$ cat src/rtl/fetch_pc_unit.sv
// Fetch-stage program counter: redirect/halt handling, post-redirect bubble, sticky halt.
// Optional FETCH_STATS_EN adds saturating RedirectCount / StallCount outputs.
module fetch_pc_unit #(
    parameter int unsigned      PC_W     = 9,
    parameter logic [PC_W-1:0]  RESET_PC = '0,
    parameter int unsigned      BUBBLES  = 1
) (
    input  logic            clk,
    input  logic            reset,
    input  logic            PcSel,
    input  logic [31:0]     BrPC,
    input  logic            Halt,
    input  logic            Stall,
    output logic [PC_W-1:0] PC,
    output logic            IfValid,
    output logic            Flush,
    output logic            Halted,
    output logic            Misaligned
`ifdef FETCH_STATS_EN
    ,
    output logic [15:0]     RedirectCount,
    output logic [15:0]     StallCount
`endif
);

    localparam logic [1:0] ST_RUN    = 2'd0;
    localparam logic [1:0] ST_BUBBLE = 2'd1;
    localparam logic [1:0] ST_HALTED = 2'd2;

    localparam logic [3:0] BUBBLE_LOAD = 4'(BUBBLES - 1);

    logic [1:0]      state_q, state_d;
    logic [PC_W-1:0] pc_q, pc_d;
    logic [3:0]      cnt_q, cnt_d;
    logic            if_valid_q, if_valid_d;
    logic            halted_q;
    logic            misaligned_q, misaligned_d;
    logic            flush_raw;
    logic            redirect;
    logic            stall_hold;
    logic            kill_valid;
    logic [PC_W-1:0] target;

    // Upper target bits are outside the fetch address space.
    logic unused_brpc;
    assign unused_brpc = ^BrPC[31:PC_W];

    assign target = {BrPC[PC_W-1:2], 2'b00};

    always_comb begin
        pc_d         = pc_q;
        state_d      = state_q;
        cnt_d        = cnt_q;
        misaligned_d = misaligned_q;
        flush_raw    = 1'b0;
        redirect     = 1'b0;
        stall_hold   = 1'b0;
        kill_valid   = 1'b0;
        case (state_q)
            ST_RUN: begin
                if (PcSel && Halt) begin
                    pc_d      = target;
                    flush_raw = 1'b1;
                    redirect  = 1'b1;
                    state_d   = ST_HALTED;
                end else if (Halt) begin
                    flush_raw = 1'b1;
                    state_d   = ST_HALTED;
                end else if (PcSel) begin
                    pc_d       = target;
                    flush_raw  = 1'b1;
                    redirect   = 1'b1;
                    kill_valid = 1'b1;
                    cnt_d      = BUBBLE_LOAD;
                    // A single bubble is covered by kill_valid alone; stay in RUN.
                    state_d    = (BUBBLES <= 1) ? ST_RUN : ST_BUBBLE;
                end else if (Stall) begin
                    stall_hold = 1'b1;
                end else begin
                    pc_d = pc_q + PC_W'(4);
                end
                if (redirect && (BrPC[1:0] != 2'b00)) begin
                    misaligned_d = 1'b1;
                end
            end
            ST_BUBBLE: begin
                if (cnt_q == 4'd0) begin
                    state_d = ST_RUN;
                end else begin
                    cnt_d = cnt_q - 4'd1;
                end
            end
            ST_HALTED: begin
                state_d = ST_HALTED;
            end
            default: begin
                state_d = ST_RUN;
            end
        endcase
        if_valid_d = (state_d == ST_RUN) && !kill_valid;
    end

    always_ff @(posedge clk) begin
        if (reset) begin
            pc_q         <= RESET_PC;
            state_q      <= ST_RUN;
            cnt_q        <= 4'd0;
            if_valid_q   <= 1'b0;
            halted_q     <= 1'b0;
            misaligned_q <= 1'b0;
        end else begin
            pc_q         <= pc_d;
            state_q      <= state_d;
            cnt_q        <= cnt_d;
            if_valid_q   <= if_valid_d;
            halted_q     <= (state_d == ST_HALTED);
            misaligned_q <= misaligned_d;
        end
    end

`ifdef FETCH_STATS_EN
    logic [15:0] redirect_cnt_q;
    logic [15:0] stall_cnt_q;

    always_ff @(posedge clk) begin
        if (reset) begin
            redirect_cnt_q <= 16'd0;
            stall_cnt_q    <= 16'd0;
        end else begin
            if (redirect && (redirect_cnt_q != 16'hFFFF)) begin
                redirect_cnt_q <= redirect_cnt_q + 16'd1;
            end
            if (stall_hold && (stall_cnt_q != 16'hFFFF)) begin
                stall_cnt_q <= stall_cnt_q + 16'd1;
            end
        end
    end

    assign RedirectCount = redirect_cnt_q;
    assign StallCount    = stall_cnt_q;
`else
    logic unused_stall_hold;
    assign unused_stall_hold = stall_hold;
`endif

    assign PC         = pc_q;
    assign IfValid    = if_valid_q;
    assign Flush      = flush_raw && !reset;
    assign Halted     = halted_q;
    assign Misaligned = misaligned_q;

endmodule

$ cat config.mk
export PLATFORM = sky130hd
export DESIGN_NAME = fetch_pc_unit
export DESIGN_NICKNAME = d
export VERILOG_FILES = /design/src/rtl/fetch_pc_unit.sv
export SDC_FILE = /design/constraint.sdc
export NUM_CORES = 1
export LEC_CHECK = 0
export ABC_AREA = 1
export ABC_CLOCK_PERIOD_IN_PS = 2400
export CAP_MARGIN = 20
export CORE_UTILIZATION = 41
export CTS_BUF_LIST = sky130_fd_sc_hd__clkbuf_8
export DETAILED_ROUTE_END_ITERATION = 6
export HOLD_SLACK_MARGIN = 0.03
export PLACE_DENSITY = 0.87
export SLEW_MARGIN = 25
export SYNTH_ARGS = -nofsm -noshare
export SYNTH_HDL_FRONTEND = slang
export SYNTH_SLANG_ARGS = --single-unit
$ cat constraint.sdc
create_clock -name clk -period 2.4 [get_ports clk]
set_input_delay 0.6 -clock clk [delete_from_list [all_inputs] [get_ports clk]]
set_output_delay 0.6 -clock clk [all_outputs]
set_load 0.02 [all_outputs]
==> impl_metrics.yaml <==
detailed_routing:
  wire_per_inst_um: 10.36
  drtPass1Iterations: 4
  vias: 900
  dr.first_iter.drc_count: 36
  drc_errors: 0
  drt-total-wl_mm: 1.865
  routed_via_density: 5.000
  antenna_left: 0
worst_setup_path:
  r2r_setup_slack_ps: 1120
  cp.required_ps: 1800
  start_kind: "input pin"
  critPathLaunch: "PcSel"
  crit_type: "in -> out"
  reg2reg_depth: 8
  path_max_fanout: 2
  worstSetupEndpoint: "Flush"
  r2r_start: "cnt_q[0]"
  r2r-end: "cnt_q[1]"
  critPathCaptureType: "output pin"
  arrival_ps: 1580
floorplan:
  pin_count: 50
  rows: 15
  core_area_um2: 1821
  die_h_um: 47.05
  dieWidth_um: 47.05
  initial_core_util: 0.4570
  dieArea_um2: 2214
global_route:
  grt_pass1_vias: 771
  grt_max_degree: 14
  grt_pass1_wl_mm: 3.111
  grt_overflow: 0
  antenna_found_initial: 0
  grt_util_all_layers: 0.2000
pwr:
  pwr-share-clk: 0.354
  power_switching_w: 0.0001872
  p_int_w: 0.0004966
  leakage_nw: 0.4850
  sequentialPowerShare: 0.434
  peakVddDrop_mv: 0.4357
  p_per_area_nw_per_um2: 589.6
  comb_power_share: 0.211
  p_sw_frac: 0.2738
  power_w: 0.0006838
timing:
  slew_viol_final: 0
  tns_ps: 0
  setup_viol_count_final: 0
  hold_viol_final: 0
  period_needed_ps: 2177
  clock_skew_ps: 5.119
  rsz0062_at_grt: "no"
  max_freq_mhz: 459.5
  fin_crit_sh: 0.9069
  hold_ws_ps: 471.6
finish:
  fillCellCount: 163
  final_cells: 180
  drive_gt1_frac: 0.07742
  diodes: 0
  regArea_um2: 320.3
  layout.nets: 195
  syn_to_final_growth_pct: 39.40
  multi_input_area_um2: 446.7
clock_tree:
  post_cts_buffers: 0
  cts_max_path_buffers: 2
  cts_made_buffers: 3
  clk_pin_slew_ps: 60
  root_buffer: "clkbuf_8"
  htree_levels: 1
  clock_latency_ps: 250
  clock_sinks: 16
  cts_tree: "done"
placement:
  hpwlAfterDp_mm: 1.367
  dp.cells: 176
  numPortBuffers: 24
  gp_congestion: 0.8511
synth:
  muxShareOfSynthArea: 0
  syn_avg_cell_area_um2: 6.552
  synth_xor_area_frac: 0
  synth_fa_ha_area_frac: 0.03008
  netlist-cell-type-count: 23
  synth_top_family_by_area: "simple AND/OR/NAND/NOR gates"
  synth_area_um2: 832.0
  syn_inst: 127
  synth_compound_area_frac: 0.1549
  yosysSeqAreaShare: 0.3850
  synth_simple_gate_area_share: 0.3429
  yosys_register_bits: 16
  synth_warnings: 0
outcome:
  status: "finished, final reports clean"
hold_path:
  hold_path_class: "reg -> reg"
job:
  drv_cap: 0
-- flip-flops by register name, indices dropped and copies added (netlist names) --
name / cells
IfValid: 1
Misaligned: 1
PC: 7
cnt_q: 4
Halted: 1
state_q: 2
-- cells by family (layout without fill, tap and decap cells) --
family                   after synthesis  after routing
AND/OR/NAND/NOR                       68             68
other                                  1              2
adder cells (fa/ha/maj)                2              2
flip-flops                            16             16
AO/OA/AOI/OAI                         24             24
buffers and inverters                 16             43
-- layer usage --
| layer | vias to the layer above | part of all wire | track usage |
|---|---|---|---|
| li1 | 465 | - | - |
| met3 | 4 | 0.060 | 0.03462 |
| met4 | 0 | 0.013 | 0.08571 |
| met1 | 399 | 0.45 | 0.2635 |
| met2 | 32 | 0.47 | 0.3222 |
| met5 | - | 0 | 0 |
-- cell type report --
class / count / share of cell area
clock buffer: 4 / 0.04747
inverter: 12 / 0.03884
multi-input combinational: 96 / 0.3851
sequential: 16 / 0.2762
tap: 25 / 0.02697
timing repair buffer: 27 / 0.2255
-- cells in the mapped netlist, drive strengths merged --
library cell  count  area share
a211oi            1      0.0090
a21oi            11       0.066
a31oi             1      0.0075
buf               3       0.024
clkbuf            1      0.0045
conb              1      0.0045
dfxtp            16        0.38
ha                2       0.030
inv              12       0.054
nand2            31        0.15
nand3             8       0.048
nand3b            1      0.0090
nand4             1      0.0075
nor2             26        0.12
nor3b             1      0.0090
o21a              1      0.0090
o21ai             9       0.054
o21bai            1      0.0090
-- worst max-delay path, stage by stage --
cell and delay, ps:
clkdlybuf4s50_1 470, o21ai_0 80, nor2_1 90, dlygate4sd2_1 330
-- what timing repair did --
item / CTS / global route
gates resized for setup: 1 / 0
hold buffers: 0 / 0
endpoints found under the setup margin: 1 / 0
-- worst min path at each step --
stage          startpoint        to  slack, ps  depth (start not counted)
3_3_place_gp     cnt_q[0]  cnt_q[0]        450                          2
2_1_floorplan    cnt_q[0]  cnt_q[0]        440                          2
5_1_grt          cnt_q[0]  cnt_q[0]        480                          2
3_5_place_dp     cnt_q[0]  cnt_q[0]        460                          2
4_1_cts          cnt_q[0]  cnt_q[0]        470                          2
6_report         cnt_q[0]  cnt_q[0]        470                          2
-- cell usage in the layout, fill, tap and decap left out --
master	netlist	routed
nand2_1	29	29
nor2_1	24	24
clkdlybuf4s50_1	0	23
dfxtp_1	16	16
inv_1	11	11
a21oi_1	11	11
nand3_1	8	8
o21ai_0	7	7
clkbuf_8	0	4
buf_4	2	3
nor2_2	2	2
nand2_2	2	2
o21ai_1	2	2
ha_1	2	2
conb_1	1	2
inv_2	1	1
a31oi_1	1	1
a211oi_1	1	1
o21bai_1	1	1
nand3b_1	1	1
nor3b_1	1	1
nand4_1	1	1
o21a_1	1	1
dlygate4sd2_1	0	1
-- through the flow --
stage	worst slack, ps	util	instance area, µm²
5_1_grt	144.1	0.6371	1160
4_1_cts	209.3	0.6371	1160
3_5_place_dp	-57.41	0.6076	1106
3_3_place_gp	-66.25	0.6076	1106
6_report	223.5	0.6371	1160
2_1_floorplan	659.2	-	835.8
-- power groups by stage --
stage	Sequential, W	Clock (W)	Combinational (W)
3_3_place_gp	0.000301	0	0.000141
4_1_cts	0.000297	0.000245	0.000144
6_report	0.000297	0.000242	0.000144
5_1_grt	0.000299	0.000255	0.000160
3_5_place_dp	0.000302	0	0.000144
2_1_floorplan	0.000316	0	0.0000657
Note: power is estimated with default switching activity, not from simulation.
